==> config.mk <==
export PLATFORM = sky130hd
export DESIGN_NAME = uart_loader_ctrl
export DESIGN_NICKNAME = d
export VERILOG_FILES = /design/src/rtl/uart_loader_ctrl.sv
export SDC_FILE = /design/constraint.sdc
export NUM_CORES = 1
export LEC_CHECK = 0
export CAP_MARGIN = 40
export CORE_ASPECT_RATIO = 1.2
export CORE_UTILIZATION = 25
export CTS_CLUSTER_SIZE = 16
export DETAILED_ROUTE_END_ITERATION = 7
export PLACE_DENSITY = 0.46
export SLEW_MARGIN = 0
export SYNTH_ARGS = -nofsm -noshare
export SYNTH_HDL_FRONTEND = slang
export SYNTH_SLANG_ARGS = --single-unit
==> constraint.sdc <==
create_clock -name clk -period 2.4 [get_ports clk]
set_clock_uncertainty 0.1 [all_clocks]
set_input_delay 0.24 -clock clk [delete_from_list [all_inputs] [get_ports clk]]
set_output_delay 0.24 -clock clk [all_outputs]
set_load 0.05 [all_outputs]
==> src/rtl/uart_loader_ctrl.sv <==
// UART boot loader: parses sync/count/data/checksum frames from a received byte stream
// and writes little-endian 32-bit words into a memory port shared with the CPU.
module uart_loader_ctrl #(
    parameter int ADDR_W  = 14,
    parameter int TIMEOUT = 1000000
) (
    input  logic              clk,
    input  logic              rst,
    input  logic              rx_valid,
    input  logic [7:0]        rx_data,
    input  logic              cpu_we,
    input  logic [ADDR_W-1:0] cpu_addr,
    input  logic [31:0]       cpu_wdata,
    output logic              mem_we,
    output logic [ADDR_W-1:0] mem_addr,
    output logic [31:0]       mem_wdata,
    output logic              cpu_stall,
    output logic              busy,
    output logic              done,
    output logic              error,
    output logic [15:0]       words_loaded
);

    localparam int              TO_W      = $clog2(TIMEOUT + 1);
    localparam logic [TO_W-1:0] TO_LAST   = TO_W'(TIMEOUT - 1);
    localparam logic [16:0]     MAX_WORDS = 17'(1) << ADDR_W;
    localparam logic [7:0]      SYNC      = 8'hA5;

    typedef enum logic [2:0] {
        S_IDLE,
        S_CNT_LO,
        S_CNT_HI,
        S_DATA,
        S_CSUM,
        S_DONE,
        S_ERROR
    } state_t;

    state_t            r_state;
    state_t            w_next;

    logic [15:0]       r_count;
    logic [1:0]        r_byte_idx;
    logic [31:0]       r_word;
    logic [ADDR_W-1:0] r_word_idx;
    logic [7:0]        r_csum;
    logic              r_wr_pend;
    logic              r_done;
    logic              r_error;
    logic [15:0]       r_words_loaded;
    logic [TO_W-1:0]   r_idle_cnt;

    logic              w_busy;
    logic              w_own;
    logic              w_sync;
    logic              w_timeout;
    logic              w_word_done;
    logic              w_last_word;
    logic [16:0]       w_count_full;

    assign w_busy = (r_state == S_CNT_LO) || (r_state == S_CNT_HI) ||
                    (r_state == S_DATA)   || (r_state == S_CSUM);

    assign w_sync = rx_valid && (rx_data == SYNC) &&
                    ((r_state == S_IDLE) || (r_state == S_DONE) || (r_state == S_ERROR));

    assign w_timeout    = w_busy && !rx_valid && (r_idle_cnt == TO_LAST);
    assign w_word_done  = rx_valid && (r_state == S_DATA) && (r_byte_idx == 2'd3);
    assign w_last_word  = (r_words_loaded + 16'd1) == r_count;
    assign w_count_full = {1'b0, rx_data, r_count[7:0]};

    always_comb begin
        // NOTE: default assigned first so every path drives w_next and no latch is inferred.
        w_next = r_state;
        case (r_state)
            S_IDLE, S_DONE, S_ERROR: begin
                if (w_sync) w_next = S_CNT_LO;
            end
            S_CNT_LO: begin
                if (rx_valid) w_next = S_CNT_HI;
            end
            S_CNT_HI: begin
                if (rx_valid) begin
                    if (w_count_full > MAX_WORDS)  w_next = S_ERROR;
                    else if (w_count_full == '0)   w_next = S_CSUM;
                    else                           w_next = S_DATA;
                end
            end
            S_DATA: begin
                if (w_word_done && w_last_word) w_next = S_CSUM;
            end
            S_CSUM: begin
                if (rx_valid) w_next = (rx_data == r_csum) ? S_DONE : S_ERROR;
            end
            default: w_next = S_IDLE;
        endcase
        if (w_timeout) w_next = S_ERROR;
    end

    always_ff @(posedge clk) begin
        if (rst) r_state <= S_IDLE;
        else     r_state <= w_next;
    end

    always_ff @(posedge clk) begin
        if (rst) begin
            r_count        <= '0;
            r_byte_idx     <= '0;
            r_word         <= '0;
            r_word_idx     <= '0;
            r_csum         <= '0;
            r_wr_pend      <= 1'b0;
            r_done         <= 1'b0;
            r_error        <= 1'b0;
            r_words_loaded <= '0;
            r_idle_cnt     <= '0;
        end else begin
            // NOTE: non-blocking updates so each register samples only pre-edge values.
            r_wr_pend <= 1'b0;

            if (rx_valid || !w_busy) r_idle_cnt <= '0;
            else                     r_idle_cnt <= r_idle_cnt + 1'b1;

            // The word index advances once the pending word has been presented on the port.
            if (r_wr_pend) r_word_idx <= r_word_idx + 1'b1;

            if (w_sync) begin
                r_done         <= 1'b0;
                r_error        <= 1'b0;
                r_words_loaded <= '0;
                r_word_idx     <= '0;
                r_csum         <= '0;
                r_byte_idx     <= '0;
            end

            if (rx_valid) begin
                case (r_state)
                    S_CNT_LO: r_count[7:0]  <= rx_data;
                    S_CNT_HI: r_count[15:8] <= rx_data;
                    S_DATA: begin
                        r_csum     <= r_csum ^ rx_data;
                        r_byte_idx <= r_byte_idx + 2'd1;
                        r_word     <= {rx_data, r_word[31:8]};
                        if (r_byte_idx == 2'd3) begin
                            r_wr_pend      <= 1'b1;
                            r_words_loaded <= r_words_loaded + 16'd1;
                        end
                    end
                    default: ;
                endcase
            end

            if ((r_state == S_CSUM) && (w_next == S_DONE)) r_done <= 1'b1;
            if ((r_state != S_ERROR) && (w_next == S_ERROR)) r_error <= 1'b1;
        end
    end

    // A pending loader write keeps the port even if the frame state has already moved on.
    assign w_own     = w_busy || r_wr_pend;
    assign mem_we    = w_own ? r_wr_pend  : cpu_we;
    assign mem_addr  = w_own ? r_word_idx : cpu_addr;
    assign mem_wdata = w_own ? r_word     : cpu_wdata;

    assign cpu_stall    = w_own;
    assign busy         = w_busy;
    assign done         = r_done;
    assign error        = r_error;
    assign words_loaded = r_words_loaded;

endmodule

Word-level counts from Yosys, hierarchy flattened --
Cells that the tools add are included.
Cells by class: add/subtract/negate cells 4, $lt $le $gt $ge 1, equality and inequality tests 14, muxes and demuxes 27, bitwise logic cells 3, reduce and logical (&&, ||, !) cells 29
Operators by type and width (count):
- $mux W16 | 4
- $mux W32 | 1
- $mux W3 | 8
- $mux W8 | 3
- $add A20 B1 Y20 const B | 1
- $eq A20 B20 Y1 const B | 1
- $logic_not A17 Y1 | 1
- $add A16 B1 Y16 const B | 1
- $eq A16 B16 Y1 | 1
- $gt A16 B15 Y1 const B | 1
- $eq A3 B3 Y1 const B | 5
- $pmux W3 S5 | 1
- $add A14 B1 Y14 const B | 1
- $mux W14 | 1
- $logic_and A1 B1 Y1 | 9
- $eq A8 B8 Y1 | 1
- $eq A8 B8 Y1 const B | 1
- $mux W2 | 4
- $xor A8 B8 Y8 | 1
- $logic_or A1 B1 Y1 | 7
- $eq A3 B2 Y1 const B | 2
- $reduce_and A2 Y1 | 3
- $reduce_or A3 Y1 | 2
- $mux W1 | 5
- other kinds (9) | 13
Word-level totals: flip-flop bits (word level) 114, input port bits 58, output and inout port bits 67, word-level logic and storage cells 90

Logic depth before layout (Yosys ltp) --
Gate-level depths: netlist of the first run.
word-level depth 10, depth in mapped cells 11

Worst setup path after synthesis of the first run --
Ideal clock, no wire load.
path kind reg-to-reg, from register r_words_loaded[0] (netlist: words_loaded[0]), to register r_error (netlist: error), arrival time 2.585 ns, required time 2.168 ns, path slack -0.417 ns, cell stages (with the launch flop) 11, clock period less this slack 2.817 ns, cell sequence dfxtp_1 -> ha_1 -> and3_1 -> buf_2 -> and3b_1 -> and3b_1 -> nor3_1 -> a211oi_1 -> o2111ai_2 -> a211oi_2 -> o32ai_2
Between the ends: cells in the longest elaborated chain, start to end 9
RTL lines:
- from (decl) | RTL line 50 | logic [15:0] r_words_loaded;
- from (signal assigned) | RTL line 146 | r_words_loaded <= r_words_loaded + 16'd1;
- $add A16 B1 Y16 * | RTL line 69 | assign w_last_word = (r_words_loaded + 16'd1) == r_count;
- $eq A16 B16 Y1 * | RTL line 69
- $logic_and A1 B1 Y1 * | RTL line 90 | if (w_word_done && w_last_word) w_next = S_CSUM;
- $mux W3 * | RTL line 90
- $pmux W3 S5 * | RTL line 75 | case (r_state)
- $mux W3 * | RTL line 97 | if (w_timeout) w_next = S_ERROR;
- $eq A3 B3 Y1 * | RTL line 154 | if ((r_state != S_ERROR) && (w_next == S_ERROR)) r_error <= 1'b1;
- $logic_and A1 B1 Y1 * | RTL line 154
- $mux W1 or $reduce_bool A2 Y1 (tied branches)
- to (signal assigned) | RTL line 114 | r_error <= 1'b0;
- to (signal assigned) | RTL line 129 | r_error <= 1'b0;
- to (signal assigned) | RTL line 154
- to (decl) | RTL line 49 | logic r_error;
Mark *: on every way between the ends. The rest lies on a longest branch, timed or not. A chain may end at the register's enable or synchronous reset.

Final worst setup path of the first run --
from register r_words_loaded[3] (netlist: words_loaded[3]), to register r_error (netlist: error)
The elaborated chain is that of the path after synthesis.

==> out/results.tsv, run 1 <==
stage	metric	value	unit
outcome	status	finished, final reports clean	
drt	DR WL/cell	14.6	microns
synth	Main synth FF type	dfxtp_1	
die	Rows	61	
cts	clk sinks	114	
synth	syn_nets	807	
cts	maximum root-to-sink buffer count	2	
synth	YS warnings	0	
die	Die Wd	143	microns
pwr	Peak VDD IR	0.000464	V
place	dpl hpwl	13.0	mm
critical_path	crit path kind	reg -> reg	
critical_path	Setup crit end kind	flop	
drt	Post-Route WL	18.1	mm
synth	compound-cell area share of the yosys netlist	0.128	
drt	initial DRC count	166	
place	Port Buffers	124	
synth	count leader, synth	nand2_1	
layout	Layout area overhead	49.1	%
synth	post-synthesis mux area share	0.0943	
drt	routed via count	5617	
place	RePlAce Congestion	0.794	
synth	Yosys reg bits	114	
cts	CTS Buf Count	17	
synth	Synth async-reset ratio	0	
layout	n_diodes	0	
cts	CTS tree	yes	
sta	Slew Limit Fails	0	
sta	min cycle time layout	2.32	ns
drt	drt drc	0	
drt	router iterations before antenna repair	4	
sta	Final setup viols	0	
die	die footprint	0.0244	sq mm
synth	post-synthesis adder-cell area fraction	0.0101	
synth	library cells used by synthesis	59	
synth	top cell type's share of synthesized area	0.385	
synth	top cells by area, synth	dfxtp_1 (38%), nand2_1 (9.4%), mux2_2 (8.9%), a21oi_1 (6.2%), nor2_1 (5.0%)	
grt	largest net degree at the start of global routing	59	
cts	Clock transition at path regs	0.06	ns
synth	number of flops mapped to enable cells by yosys	0	
sta	RSZ-0062 raised after global routing	yes	
drt	Antenna Violating Nets Remaining	0	
die	DIE HEIGHT	171	microns
synth	Post-synth top cells	nand2_1 (149), dfxtp_1 (114), nor2_1 (79)	
drt	post-DR vias/cell	4.53	
grt	total gr overflow	0	
critical_path	CP required	2.63	ns
synth	Synth Instances	745	
sta	max-slew headroom at the worst pin	0.657	
sta	Tightest Pin Transition	0.513	ns
cts	clock latency on the worst-skew pair	0.42	ns
sta	crit share post-route	0.965	
sta	upper clock frequency limit	432	MHz
run	MaxCap Viol Count	0	
pwr	PwrDens	792	mW/mm^2
synth	Syn Area/Cell	7.96	sq um
synth	post-synthesis xor/xnor area fraction	0.0827	
layout	ratio of cells with drive above 1 in the final layout	0.257	
grt	global-route wire length before repair	28.7	mm
synth	simple-gate share of the synthesized area	0.251	
die	core area	0.0232	sq mm
critical_path	CP Launch Type	flop	
synth	area leader, netlist	dfxtp_1	
cts	cts hold-fix bufs	0	
die	I/O pin cnt	125	
sta	worst setup margin	0.0840	ns
synth	sequential share of the synthesized area	0.385	
synth	largest family of logic cells by synthesized area	simple AND/OR/NAND/NOR gates	
critical_path	crit-path max FO	6	
cts	CTS Root Cell	clkbuf_16	
layout	# nets final	974	
grt	vias in the first global route	5408	
cts	htree depth	4	
place	worst slack at placement	-0.218	ns
pwr	total power	7.00	mW
die	Starting Density	0.256	
pwr	cell leakage power	3.33	nW
hold_path	Hold Crit Class	in -> reg	
grt	initial antenna violation count	0	
synth	Synth Cell Area	0.00593	sq mm
sta	final hold vios	0	
critical_path	Crit path arrival time	2.54	ns
grt	gr usage total	0.153	
-- final cells by class --
class | instances | area [sq um]
Fill cell | 2458 | 14400
Multi-Input combinational cell | 564 | 3510
Sequential cell | 114 | 2310
Timing Repair Buffer | 199 | 1980
Clock buffer | 17 | 425
Tap cell | 315 | 394
Clock inverter | 15 | 161
Inverter | 16 | 60.1
-- metrics by stage --
stage	setup TNS, ns	cells	hold WS (ns)	instance area (sq um)	util
after floorplan	-0.0239	745	0.276	5980	-
after global placement	-1.09	1197	0.339	7820	0.337
after detailed placement	-1.28	1197	0.349	7820	0.337
after CTS	-0.252	1239	0.167	8780	0.378
after global routing	-0.0389	1240	0.176	8840	0.381
final	0	1240	0.171	8840	0.381
-- where the power goes --
| group | internal, mW | switching, mW | total [mW] |
|---|---|---|---|
| Clock | 1.53 | 0.970 | 2.50 |
| Sequential | 1.92 | 0.0232 | 1.94 |
| Combinational | 1.13 | 1.43 | 2.56 |
-- worst max-delay path, stage by stage, from the launching register on --
cell and delay (ns):
dfxtp_4 0.35, buf_4 0.15, xnor2_1 0.13, xnor2_1 0.21
nand2_1 0.12, a2111oi_4 0.33, and3_4 0.24, o2111ai_4 0.14
a21o_1 0.25, o32ai_2 0.19
-- state kept, by name, indices dropped and copies added (netlist names) --
register and cells:
words_loaded 16, r_state 3, r_count 16, r_byte_idx 2, error 1, done 1, r_word_idx 14, r_idle_cnt 20
r_wr_pend 1, r_csum 8, r_word 32
-- cell families after synthesis --
kind of cell             Yosys count
AND/OR/NAND/NOR                  327
AO/OA/AOI/OAI                    126
flip-flops                       114
buffers and inverters             67
XOR/XNOR                          56
multiplexers                      50
adder cells (fa/ha/maj)            5
-- path summary, 6_finish.rpt --
path                               from                    endpoint  slack (ns)  cells after the start
min reg2reg      r_word[1]$_SDFFE_PP0P_      r_word[1]$_SDFFE_PP0P_        0.35                      2
max          words_loaded[3]$_SDFF_PP0_          error$_SDFFE_PP0P_        0.08                      9
min                                 rst  words_loaded[0]$_SDFF_PP0_        0.17                      2
max reg2reg  words_loaded[3]$_SDFF_PP0_          error$_SDFFE_PP0P_        0.08                      9
-- repair_timing --
item	in CTS	in global routing
pin swaps	7	7
endpoints found under the hold margin	0	0
setup endpoints to repair	49	39
resized for setup	63	17
gates cloned	3	0
setup buffers	7	3
-- layout by cell type (no fill, tap or decap), types with 28 or more instances in the layout --
| cell type | synthesis | final |
|---|---|---|
| buf_6 | 2 | 28 |
| a21oi_1 | 73 | 73 |
| dfxtp_1 | 114 | 102 |
| mux2_2 | 47 | 38 |
| buf_4 | 2 | 77 |
| xor2_1 | 30 | 30 |
| clkdlybuf4s50_1 | 0 | 74 |
| nand2_1 | 149 | 149 |
| nor2_1 | 79 | 76 |
-- per-layer routing --
metal  up-vias  routed length (microns)  part of all wire  track usage
met4         0                      255             0.014       0.0510
li1       2869                        -                 -            -
met2        88                     9390              0.52        0.269
met1      2643                     7950              0.44        0.183
met3        17                      487             0.027       0.0325
met5         -                        0                 0            0
Note: power is estimated with default switching activity, not from simulation.
==> run 2: changes to the inputs <==
--- a/config.mk
+++ b/config.mk
@@ -10,7 +10,8 @@
 export CORE_UTILIZATION = 25
 export CTS_CLUSTER_SIZE = 16
 export DETAILED_ROUTE_END_ITERATION = 7
-export PLACE_DENSITY = 0.46
+export PLACE_DENSITY = 0.57
+export RECOVER_POWER = 100
 export SLEW_MARGIN = 0
 export SYNTH_ARGS = -nofsm -noshare
 export SYNTH_HDL_FRONTEND = slang
==> constraint.sdc (replaced) <==
create_clock -name clk -period 2.8 [get_ports clk]
set_clock_uncertainty 0.1 [all_clocks]
set_input_delay 0.28 -clock clk [delete_from_list [all_inputs] [get_ports clk]]
set_output_delay 0.28 -clock clk [all_outputs]
set_load 0.05 [all_outputs]
==> out/results.tsv, run 2 (same netlist as run 1, synthesis figures left out) <==
stage	metric	value	unit
outcome	status	finished, final reports clean	
pwr	Net Sw Frac	0.366	
layout	cell area after layout	0.00795	sq mm
pwr	Clk network pwr share	0.389	
cts	CTS Root Cell	clkbuf_16	
grt	vias in the first global route	5097	
drt	initial DRC count	229	
layout	max reg flops	32	
grt	initial antenna violation count	0	
hold_path	hold path startpoint	rst	
critical_path	Worst setup startpoint	r_state[1]$_SDFF_PP0_	
critical_path	crit-path max FO	4	
drt	Post-Route WL	16.4	mm
pwr	Net Switching	1.98	mW
layout	ratio of cells with drive above 1 in the final layout	0.187	
pwr	Comb pwr share	0.304	
sta	max-slew headroom at the worst pin	0.302	
die	Die Wd	143	microns
run	MaxCap Viol Count	0	
critical_path	Setup crit end kind	primary output	
sta	hold slack	0.311	ns
place	dpl hpwl	11.9	mm
cts	clock latency on the worst-skew pair	0.42	ns
die	die footprint	0.0244	sq mm
die	core area	0.0232	sq mm
die	I/O pin cnt	125	
pwr	Peak VDD IR	0.000370	V
grt	gr usage total	0.139	
cts	Clock transition at path regs	0.06	ns
pwr	Internal	3.42	mW
grt	largest net degree at the start of global routing	48	
critical_path	CP max-delay cell	clkdlybuf4s50_1	
layout	commonest non-fill, non-tap cell in the layout	nand2_1	
layout	n_diodes	0	
critical_path	Crit path arrival time	2.28	ns
critical_path	reg2reg start	words_loaded[0]$_SDFF_PP0_	
critical_path	CP required	2.42	ns
drt	DR WL/cell	13.7	microns
critical_path	CP Launch Type	flop	
cts	maximum root-to-sink buffer count	2	
sta	setup TNS	0	ns
critical_path	crit-path max cell delay	0.93	ns
layout	filler-free cell count of the finished design	1196	
critical_path	crit-path cells	nor2_1 > xnor2_1 > clkdlybuf4s50_1	
die	Rows	61	
sta	Final setup viols	0	
layout	Filler cells	2496	
drt	routed via count	5430	
sta	Tightest Pin Transition	1.05	ns
place	RePlAce Congestion	0.782	
layout	largest reg by FF count	r_word	
sta	final hold vios	0	
drt	drt drc	0	
sta	min cycle time layout	2.66	ns
grt	global-route wire length before repair	26.3	mm
drt	router iterations before antenna repair	4	
pwr	sequential share of power	0.307	
grt	total gr overflow	0	
critical_path	crit path kind	reg -> out	
cts	clk sinks	114	
cts	htree depth	4	
pwr	PwrDens	679	mW/mm^2
die	Starting Density	0.256	
layout	# nets final	930	
layout	commonest non-fill, non-tap cells in the layout	nand2_1 (149), dfxtp_1 (113), nor2_1 (78)	
hold_path	Hold Crit Class	in -> reg	
critical_path	flop2flop setup slack	0.19	ns
sta	crit share post-route	0.948	
cts	CTS Buf Count	17	
drt	Antenna Violating Nets Remaining	0	
pwr	cell leakage power	2.97	nW
critical_path	crit path capture	busy	
sta	Slew Limit Fails	0	
place	Port Buffers	124	
cts	CTS tree	yes	
drt	post-DR vias/cell	4.54	
cts	setup bufs post-CTS	0	
critical_path	Critical R2R Capture	error$_SDFFE_PP0P_	
layout	Layout area overhead	33.9	%
die	DIE HEIGHT	171	microns
sta	upper clock frequency limit	377	MHz
place	Area after DPL	0.00750	sq mm
critical_path	R2R depth	9	
layout	Regs by FF count	r_word (32), r_idle_cnt (20)	
place	dpl cells	1164	
[run 2: changes by cell type in the layout (fill, tap and decap cells not counted), sizes merged]
| cell | delta |
|---|---|
| clkdlybuf4s50 | -17 |
| dlygate4sd3 | +19 |
| clkinvlp | -3 |
| buf | -99 |
| bufinv | -1 |
| clkbuf | +53 |
| inv | +4 |
[run 2: worst max-delay path, delay by kind of cell (launching register included)]
family	cells	cell delay (ns)
flops	1	0.35
simple gates	1	0.06
buf+inv	1	0.93
xor+xnor	1	0.52
[run 2: repair_timing]
action / in CTS / in global routing
endpoints found under the setup margin: 0 / 4
gates resized for setup: 0 / 2
hold buffers: 0 / 0
[run 2: layout make-up]
type,instances,area [sq um],share of cell area
Tap cell,315,394,0.0496
Clock inverter,15,151,0.0191
Clock buffer,17,425,0.0535
Multi-Input combinational cell,564,3370,0.425
Inverter,16,60.1,0.00756
Sequential cell,114,2280,0.287
Timing Repair Buffer,155,1260,0.158
[run 2: how the worst min path moves through the flow]
stage                                    end  slack, ns  depth (start not counted)
floorplan           r_count[11]$_SDFFE_PP0P_       0.32                          2
global route         r_word[20]$_SDFFE_PP0P_       0.32                          3
detailed placement    r_word[6]$_SDFFE_PP0P_       0.35                          2
CTS                  r_word[21]$_SDFFE_PP0P_       0.30                          3
global placement    r_idle_cnt[0]$_SDFF_PP0_       0.35                          1
finish                  r_wr_pend$_SDFF_PP0_       0.31                          3
[run 2: per-layer routing]
metal,global-route usage,share of wire
met1,0.163,0.42
met2,0.246,0.53
met3,0.0325,0.032
met4,0.0477,0.015
met5,0,0
[run 2: per-stage QoR]
step / setup slack, ns / utilization / total power [mW]
after floorplan: 0.0294 / - / 2.96
after CTS: 0.0931 / 0.348 / 5.61
final: 0.145 / 0.342 / 5.40
after global routing: -0.0101 / 0.342 / 5.64
after detailed placement: 0.0802 / 0.323 / 3.48
after global placement: 0.192 / 0.323 / 3.48
[run 2: power by group through the flow]
| stage | Combinational, mW | Sequential, mW | Clock [mW] |
|---|---|---|---|
| final | 1.64 | 1.66 | 2.10 |
| after global routing | 1.73 | 1.66 | 2.25 |
| after CTS | 1.79 | 1.66 | 2.16 |
| after detailed placement | 1.78 | 1.70 | 0 |
| after global placement | 1.78 | 1.70 | 0 |
| after floorplan | 1.27 | 1.70 | 0 |
